===== src/rtl/capture_seq_if.sv =====
// Bundle of control, buffer-write and readout signals for the capture sequencer.
// The master modport is the controlling side; the slave modport is the sequencer itself.
interface capture_seq_if #(
    parameter int unsigned ADDR_W = 16
);
    logic              arm;
    logic              abort;
    logic              pause;
    logic              trig_hit;
    logic [ADDR_W-1:0] trig_len;
    logic [ADDR_W-1:0] pre_len;
    logic              rd_start;
    logic              rd_ready;

    logic              wt_en;
    logic [ADDR_W-1:0] wt_addr;
    logic [ADDR_W-1:0] trig_addr;
    logic              stop_flag;
    logic [ADDR_W-1:0] stop_addr;
    logic              rd_valid;
    logic [ADDR_W-1:0] rd_addr;
    logic              rd_last;
    logic [2:0]        state;

    modport master (
        output arm, abort, pause, trig_hit, trig_len, pre_len, rd_start, rd_ready,
        input  wt_en, wt_addr, trig_addr, stop_flag, stop_addr,
               rd_valid, rd_addr, rd_last, state
    );

    modport slave (
        input  arm, abort, pause, trig_hit, trig_len, pre_len, rd_start, rd_ready,
        output wt_en, wt_addr, trig_addr, stop_flag, stop_addr,
               rd_valid, rd_addr, rd_last, state
    );
endinterface


===== src/rtl/capture_seq.sv =====
// Pre/post-trigger capture sequencer driving a circular buffer, followed by an
// oldest-first readout of the retained window.
module capture_seq #(
    parameter int unsigned ADDR_W = 16
) (
    input  logic         trig_clk,
    input  logic         trig_rstn,
    capture_seq_if.slave bus
);

    typedef enum logic [2:0] {
        S_IDLE = 3'd0,
        S_PRE  = 3'd1,
        S_WAIT = 3'd2,
        S_POST = 3'd3,
        S_DONE = 3'd4,
        S_READ = 3'd5
    } state_e;

    state_e            state_q,     state_d;
    logic [ADDR_W-1:0] len_q,       len_d;
    logic [ADDR_W-1:0] pre_q,       pre_d;
    logic [ADDR_W-1:0] pre_cnt_q,   pre_cnt_d;
    logic [ADDR_W-1:0] post_cnt_q,  post_cnt_d;
    logic [ADDR_W-1:0] beat_cnt_q,  beat_cnt_d;
    logic [ADDR_W-1:0] wt_addr_q,   wt_addr_d;
    logic [ADDR_W-1:0] trig_addr_q, trig_addr_d;
    logic [ADDR_W-1:0] stop_addr_q, stop_addr_d;
    logic [ADDR_W-1:0] rd_addr_q,   rd_addr_d;
    logic              stop_flag_q, stop_flag_d;
    logic              rd_valid_q,  rd_valid_d;
    logic              rd_last_q,   rd_last_d;
    logic              wr_c;

    // Circular increment over a buffer whose last address is 'last'.
    function automatic logic [ADDR_W-1:0] wrap_inc(input logic [ADDR_W-1:0] a,
                                                   input logic [ADDR_W-1:0] last);
        return (a == last) ? '0 : ADDR_W'(a + 1'b1);
    endfunction

    always_ff @(posedge trig_clk or negedge trig_rstn) begin
        if (!trig_rstn) begin
            state_q     <= S_IDLE;
            len_q       <= '0;
            pre_q       <= '0;
            pre_cnt_q   <= '0;
            post_cnt_q  <= '0;
            beat_cnt_q  <= '0;
            wt_addr_q   <= '0;
            trig_addr_q <= '0;
            stop_addr_q <= '0;
            rd_addr_q   <= '0;
            stop_flag_q <= 1'b0;
            rd_valid_q  <= 1'b0;
            rd_last_q   <= 1'b0;
        end else begin
            state_q     <= state_d;
            len_q       <= len_d;
            pre_q       <= pre_d;
            pre_cnt_q   <= pre_cnt_d;
            post_cnt_q  <= post_cnt_d;
            beat_cnt_q  <= beat_cnt_d;
            wt_addr_q   <= wt_addr_d;
            trig_addr_q <= trig_addr_d;
            stop_addr_q <= stop_addr_d;
            rd_addr_q   <= rd_addr_d;
            stop_flag_q <= stop_flag_d;
            rd_valid_q  <= rd_valid_d;
            rd_last_q   <= rd_last_d;
        end
    end

    always_comb begin
        state_d     = state_q;
        len_d       = len_q;
        pre_d       = pre_q;
        pre_cnt_d   = pre_cnt_q;
        post_cnt_d  = post_cnt_q;
        beat_cnt_d  = beat_cnt_q;
        wt_addr_d   = wt_addr_q;
        trig_addr_d = trig_addr_q;
        stop_addr_d = stop_addr_q;
        rd_addr_d   = rd_addr_q;
        stop_flag_d = stop_flag_q;
        rd_valid_d  = rd_valid_q;
        rd_last_d   = rd_last_q;
        wr_c        = ((state_q == S_PRE) || (state_q == S_WAIT) || (state_q == S_POST))
                      && !bus.pause;

        if (bus.abort) begin
            state_d     = S_IDLE;
            stop_flag_d = 1'b0;
            rd_valid_d  = 1'b0;
            rd_last_d   = 1'b0;
        end else begin
            case (state_q)
                S_IDLE: begin
                    // Lengths are latched here so the capture ignores later input changes.
                    if (bus.arm) begin
                        len_d     = bus.trig_len;
                        pre_d     = (bus.pre_len > bus.trig_len) ? bus.trig_len : bus.pre_len;
                        wt_addr_d = '0;
                        pre_cnt_d = '0;
                        state_d   = (pre_d == '0) ? S_WAIT : S_PRE;
                    end
                end
                S_PRE: begin
                    if (wr_c) begin
                        wt_addr_d = wrap_inc(wt_addr_q, len_q);
                        pre_cnt_d = ADDR_W'(pre_cnt_q + 1'b1);
                        if (pre_cnt_d == pre_q) state_d = S_WAIT;
                    end
                end
                S_WAIT: begin
                    if (wr_c) begin
                        wt_addr_d = wrap_inc(wt_addr_q, len_q);
                        if (bus.trig_hit) begin
                            trig_addr_d = wt_addr_q;
                            post_cnt_d  = ADDR_W'(len_q - pre_q);
                            if (post_cnt_d == '0) begin
                                state_d     = S_DONE;
                                stop_addr_d = wt_addr_q;
                                stop_flag_d = 1'b1;
                            end else begin
                                state_d = S_POST;
                            end
                        end
                    end
                end
                S_POST: begin
                    if (wr_c) begin
                        wt_addr_d  = wrap_inc(wt_addr_q, len_q);
                        post_cnt_d = ADDR_W'(post_cnt_q - 1'b1);
                        if (post_cnt_d == '0) begin
                            state_d     = S_DONE;
                            stop_addr_d = wt_addr_q;
                            stop_flag_d = 1'b1;
                        end
                    end
                end
                S_DONE: begin
                    // Oldest retained sample sits just after the final write.
                    if (bus.rd_start) begin
                        state_d    = S_READ;
                        rd_addr_d  = wrap_inc(stop_addr_q, len_q);
                        rd_valid_d = 1'b1;
                        rd_last_d  = (len_q == '0);
                        beat_cnt_d = '0;
                    end
                end
                S_READ: begin
                    if (rd_valid_q && bus.rd_ready) begin
                        if (rd_last_q) begin
                            state_d     = S_IDLE;
                            stop_flag_d = 1'b0;
                            rd_valid_d  = 1'b0;
                            rd_last_d   = 1'b0;
                        end else begin
                            rd_addr_d  = wrap_inc(rd_addr_q, len_q);
                            beat_cnt_d = ADDR_W'(beat_cnt_q + 1'b1);
                            rd_last_d  = (beat_cnt_d == len_q);
                        end
                    end
                end
                default: state_d = S_IDLE;
            endcase
        end
    end

    assign bus.wt_en     = wr_c;
    assign bus.wt_addr   = wt_addr_q;
    assign bus.trig_addr = trig_addr_q;
    assign bus.stop_flag = stop_flag_q;
    assign bus.stop_addr = stop_addr_q;
    assign bus.rd_valid  = rd_valid_q;
    assign bus.rd_addr   = rd_addr_q;
    assign bus.rd_last   = rd_last_q;
    assign bus.state     = state_q;

endmodule


===== src/flat_wrapper.sv =====
// flat-port wrapper written by rule: the top's interface ports become plain ports
module capture_seq_flat 
#(
    parameter int unsigned ADDR_W = 16
)
  (trig_clk, trig_rstn, bus_arm, bus_abort, bus_pause, bus_trig_hit, bus_trig_len, bus_pre_len, bus_rd_start, bus_rd_ready, bus_wt_en, bus_wt_addr, bus_trig_addr, bus_stop_flag, bus_stop_addr, bus_rd_valid, bus_rd_addr, bus_rd_last, bus_state);
  capture_seq_if #(.ADDR_W(ADDR_W)) bus_i ();
  input  logic trig_clk;
  input  logic trig_rstn;
  input wire logic [$bits(bus_i.arm)-1:0] bus_arm;
  input wire logic [$bits(bus_i.abort)-1:0] bus_abort;
  input wire logic [$bits(bus_i.pause)-1:0] bus_pause;
  input wire logic [$bits(bus_i.trig_hit)-1:0] bus_trig_hit;
  input wire logic [$bits(bus_i.trig_len)-1:0] bus_trig_len;
  input wire logic [$bits(bus_i.pre_len)-1:0] bus_pre_len;
  input wire logic [$bits(bus_i.rd_start)-1:0] bus_rd_start;
  input wire logic [$bits(bus_i.rd_ready)-1:0] bus_rd_ready;
  output wire logic [$bits(bus_i.wt_en)-1:0] bus_wt_en;
  output wire logic [$bits(bus_i.wt_addr)-1:0] bus_wt_addr;
  output wire logic [$bits(bus_i.trig_addr)-1:0] bus_trig_addr;
  output wire logic [$bits(bus_i.stop_flag)-1:0] bus_stop_flag;
  output wire logic [$bits(bus_i.stop_addr)-1:0] bus_stop_addr;
  output wire logic [$bits(bus_i.rd_valid)-1:0] bus_rd_valid;
  output wire logic [$bits(bus_i.rd_addr)-1:0] bus_rd_addr;
  output wire logic [$bits(bus_i.rd_last)-1:0] bus_rd_last;
  output wire logic [$bits(bus_i.state)-1:0] bus_state;
  assign bus_i.arm = bus_arm;
  assign bus_i.abort = bus_abort;
  assign bus_i.pause = bus_pause;
  assign bus_i.trig_hit = bus_trig_hit;
  assign bus_i.trig_len = bus_trig_len;
  assign bus_i.pre_len = bus_pre_len;
  assign bus_i.rd_start = bus_rd_start;
  assign bus_i.rd_ready = bus_rd_ready;
  assign bus_wt_en = bus_i.wt_en;
  assign bus_wt_addr = bus_i.wt_addr;
  assign bus_trig_addr = bus_i.trig_addr;
  assign bus_stop_flag = bus_i.stop_flag;
  assign bus_stop_addr = bus_i.stop_addr;
  assign bus_rd_valid = bus_i.rd_valid;
  assign bus_rd_addr = bus_i.rd_addr;
  assign bus_rd_last = bus_i.rd_last;
  assign bus_state = bus_i.state;
  capture_seq #(.ADDR_W(ADDR_W)) u_core (.trig_clk(trig_clk), .trig_rstn(trig_rstn), .bus(bus_i));
endmodule

===== config.mk =====
export PLATFORM = sky130hd
export DESIGN_NAME = capture_seq_flat
export DESIGN_NICKNAME = d
export VERILOG_FILES = /design/src/rtl/capture_seq_if.sv /design/src/rtl/capture_seq.sv /design/src/flat_wrapper.sv
export SDC_FILE = /design/constraint.sdc
export NUM_CORES = 1
export LEC_CHECK = 0
export ABC_AREA = 1
export CAP_MARGIN = 20
export CORE_ASPECT_RATIO = 0.8
export CORE_MARGIN = 2
export CORE_UTILIZATION = 50
export DETAILED_ROUTE_END_ITERATION = 8
export PLACE_DENSITY = 0.81
export SYNTH_ARGS = -nofsm -noshare
export SYNTH_HDL_FRONTEND = slang
export SYNTH_SLANG_ARGS = --single-unit

===== constraint.sdc =====
create_clock -name trig_clk -period 7.1 [get_ports trig_clk]
set_input_delay 1.775 -clock trig_clk [delete_from_list [all_inputs] [get_ports trig_clk]]
set_output_delay 1.775 -clock trig_clk [all_outputs]
set_load 0.05 [all_outputs]

==> results.py <==
metrics = {
    "critical_path": {
        "r2r-end": "u_core.bus.stop_addr[10]",
        "critical_path_class": "in2out",
        "arrival_ns": 3.34,
        "cp_max_fo": 3,
        "rr_worst_depth": 17,
        "start_kind": "input pin",
        "cp-end-kind": "primary output",
        "r2r-start": "u_core.len_q[0]",
        "worst_ep_required_time_ns": 5.33,
        "ff2ff_setup_slack_ns": 3.90,
    },
    "logic_synthesis": {
        "synthArstFlopShare_pct": 100,
        "synth-seq-cells": 150,
        "synth_top_family_by_area": "simple AND/OR/NAND/NOR gates",
        "synthSimpleGateAreaFrac_pct": 32.9,
        "synthDistinctLibCells": 52,
        "synth_mux_area_share_pct": 0.210,
        "synthesis.area_um2": 10700,
        "yosys_warnings": 0,
        "synth_compound_area_share_pct": 12.6,
        "synthXorXnorAreaFrac_pct": 6.01,
        "synth-edff-count": 0,
        "synthAdderAreaFrac_pct": 4.61,
        "seq_area_frac_synth_pct": 35.0,
        "synthFlopType": "dfrtp_1",
        "synthCells": 1515,
        "synth.avg_cell_area_um2": 7.09,
        "syn_nets": 1594,
    },
    "grt": {
        "antenna_found_initial": 1,
        "grt_pass1_vias": 9827,
        "grt_max_degree": 94,
        "grt_usage_pct": 29.4,
        "grt_pass1_wl_mm": 52.2,
        "grt-ovfl-total": 0,
    },
    "clock_network": {
        "cts_made_buffers": 17,
        "cts_setup_buffers": 0,
        "cts-hold-fix-buffers": 0,
        "cts-root-buf": "clkbuf_16",
        "cts_sinks": 150,
        "cts_buffer_depth": 2,
        "cts_tree": "yes",
        "clk_latency_ns": 0.45,
        "clk_pin_slew_ns": 0.08,
        "htreeDepth": 4,
        "ctsResizeCount": 0,
    },
    "detailed_routing": {
        "num_vias": 10726,
        "drc": 0,
        "first_pass_iters": 6,
        "postRouteAntennaNets": 0,
        "dr.first_iter.drc_count": 1065,
        "avgViaCountPerCell": 5.69,
        "wirelength_mm": 32.7,
        "wl_per_cell_um": 17.4,
    },
    "sta": {
        "hold_violations": 0,
        "worst_pin_slew_ns": 0.943,
        "fin_crit_ns": 5.11,
        "grt_setup_unrepaired": "no",
        "fmax_ghz": 0.196,
        "fin_skew_ns": 0.0197,
        "slew_headroom_pct": 36.9,
        "setup_viol": 0,
        "period_share_pct": 72.0,
        "drv_slew": 0,
        "setup-tns-final_ns": 0,
    },
    "power": {
        "power_leakage_nw": 5.85,
        "p_per_area_nw_per_um2": 395,
        "vdd_drop_max_uv": 209,
    },
    "min_path": {
        "hp-start": "u_core.bus.trig_addr[14]",
        "hold_class": "reg2reg",
        "holdPathStages": 2,
        "min_to": "u_core.bus.trig_addr[14]",
    },
    "floorplanning": {
        "dieArea_um2": 22700,
        "coreArea_um2": 20900,
        "die_h_um": 135,
        "rows": 47,
        "ios": 111,
        "die_w_um": 168,
        "initial_core_util_pct": 51.4,
    },
    "cells_and_area": {
        "layout-drive-gt1-share_pct": 8.43,
        "nNetsFinal": 1680,
        "area_growth_syn_to_layout_pct": 17.4,
        "finish.utilization_pct": 60.4,
    },
    "placed_design": {
        "dp_hpwl_mm": 24.3,
        "place.gp.congestion": 0.953,
        "port_buffers": 110,
    },
    "outcome": {
        "status": "completed",
    },
    "job": {
        "drv_cap": 0,
    },
}
[report_power, final]
group          total, W  internal [W]  switching, W
Combinational   0.00250      0.000874       0.00163
Clock          0.000952      0.000485      0.000467
Sequential      0.00153       0.00109      0.000435
[flip-flops by register name, summed over array words and instances (netlist names)]
name,count
u_core.bus.rd_last,1
u_core.pre_q,16
u_core.beat_cnt_q,16
u_core.bus.trig_addr,16
u_core.bus.stop_addr,16
u_core.bus.rd_addr,16
u_core.bus.stop_flag,1
u_core.pre_cnt_q,16
u_core.bus.rd_valid,1
u_core.bus.wt_addr,16
u_core.len_q,16
u_core.post_cnt_q,16
u_core.bus.state,3
[worst max-delay path, cell delays in order]
cell and delay (ns):
clkdlybuf4s50_1 0.48, nor2_2 0.24, clkdlybuf4s50_1 0.84
[through the flow]
step	power, W	instance area (um^2)	worst slack (ns)	hold WS [ns]	cells
after floorplan	0.00321	10700	3.11	0.489	1515
after global placement	0.00391	12000	2.05	0.468	1851
after detailed placement	0.00396	12000	2.05	0.475	1851
after CTS	0.00493	12600	2.05	0.495	1883
after global routing	0.00530	12600	2.00	0.509	1884
final	0.00498	12600	1.99	0.485	1884
[placed cells by master, fill, tap and decap left out, types with 3 or more instances in the layout]
cell type        netlist  layout
nor4_1                 9       9
nor2_4                 5       5
nand3_2                5       6
nor3_2                 7       7
o21ai_2               18      18
inv_1                173     173
o22ai_1               33      33
nand2_2               16      16
buf_4                  2       3
nand2_1              373     373
clkbuf_16              0      17
nor3_1                19      19
nor2_2                18      18
a22oi_1                4       4
xnor2_1               25      25
o21ai_0               87      87
a21oi_1               53      53
o21ai_1                3       3
clkdlybuf4s50_1        0     109
nor2_1               156     156
inv_2                 13      13
clkinv_8               0       7
a31oi_1               11      11
nand3b_1               5       5
ha_1                  38      38
a21oi_2                4       4
or2_2                  4       4
nand4_1               28      28
xor2_1                45      45
dfrtp_1              150     150
o21bai_1               4       4
nand3_1              135     134
[Yosys cell counts, drive strengths merged (22+ instances only)]
library cell  instances  share of area (%)
buf                  22                1.3
nor3                 28                1.8
o22ai                33                1.9
nand4                28                1.6
xnor2                25                2.0
clkbuf               24               0.84
nor2                179                7.0
ha                   38                4.4
nand2               391                 14
a21oi                57                2.8
o21ai               108                5.7
inv                 186                6.5
nand3               141                6.9
xor2                 47                4.0
dfrtp               150                 35
[routing by layer]
layer / part of all wire (%) / track usage, % / up-vias
met5: 0.16 / 1.74 / -
met4: 2.0 / 8.21 / 2
met3: 11 / 7.09 / 47
met2: 42 / 42.1 / 528
met1: 45 / 44.0 / 5012
li1: - / - / 5137
[kinds of logic (layout without fill, tap and decap cells)]
group                    count (synthesis)  count (layout)
XOR/XNOR                                72              72
AO/OA/AOI/OAI                          231             231
multiplexers                             2               2
adder cells (fa/ha/maj)                 39              39
buffers and inverters                  233             332
other                                    0               1
flip-flops                             150             150
AND/OR/NAND/NOR                        788             788
[worst max-delay path by stage]
stage                    from         to  slack (ns)  cells after the start
floorplan           bus_pause  bus_wt_en        3.11                      1
global placement    bus_pause  bus_wt_en        2.05                      3
detailed placement  bus_pause  bus_wt_en        2.05                      3
CTS                 bus_pause  bus_wt_en        2.05                      3
global route        bus_pause  bus_wt_en        2.00                      3
finish              bus_pause  bus_wt_en        1.99                      3
[area by class of cell]
cell class / count / area [um^2]
diodes: 1 / 2.50
fillers: 1823 / 8270
multi-input cells: 1132 / 6060
clock buffers: 17 / 425
flip-flops and latches: 150 / 3750
clock inverters: 15 / 204
repair buffers: 113 / 1120
inverters: 187 / 702
well taps: 269 / 337
(Power assumes the default switching activity.)
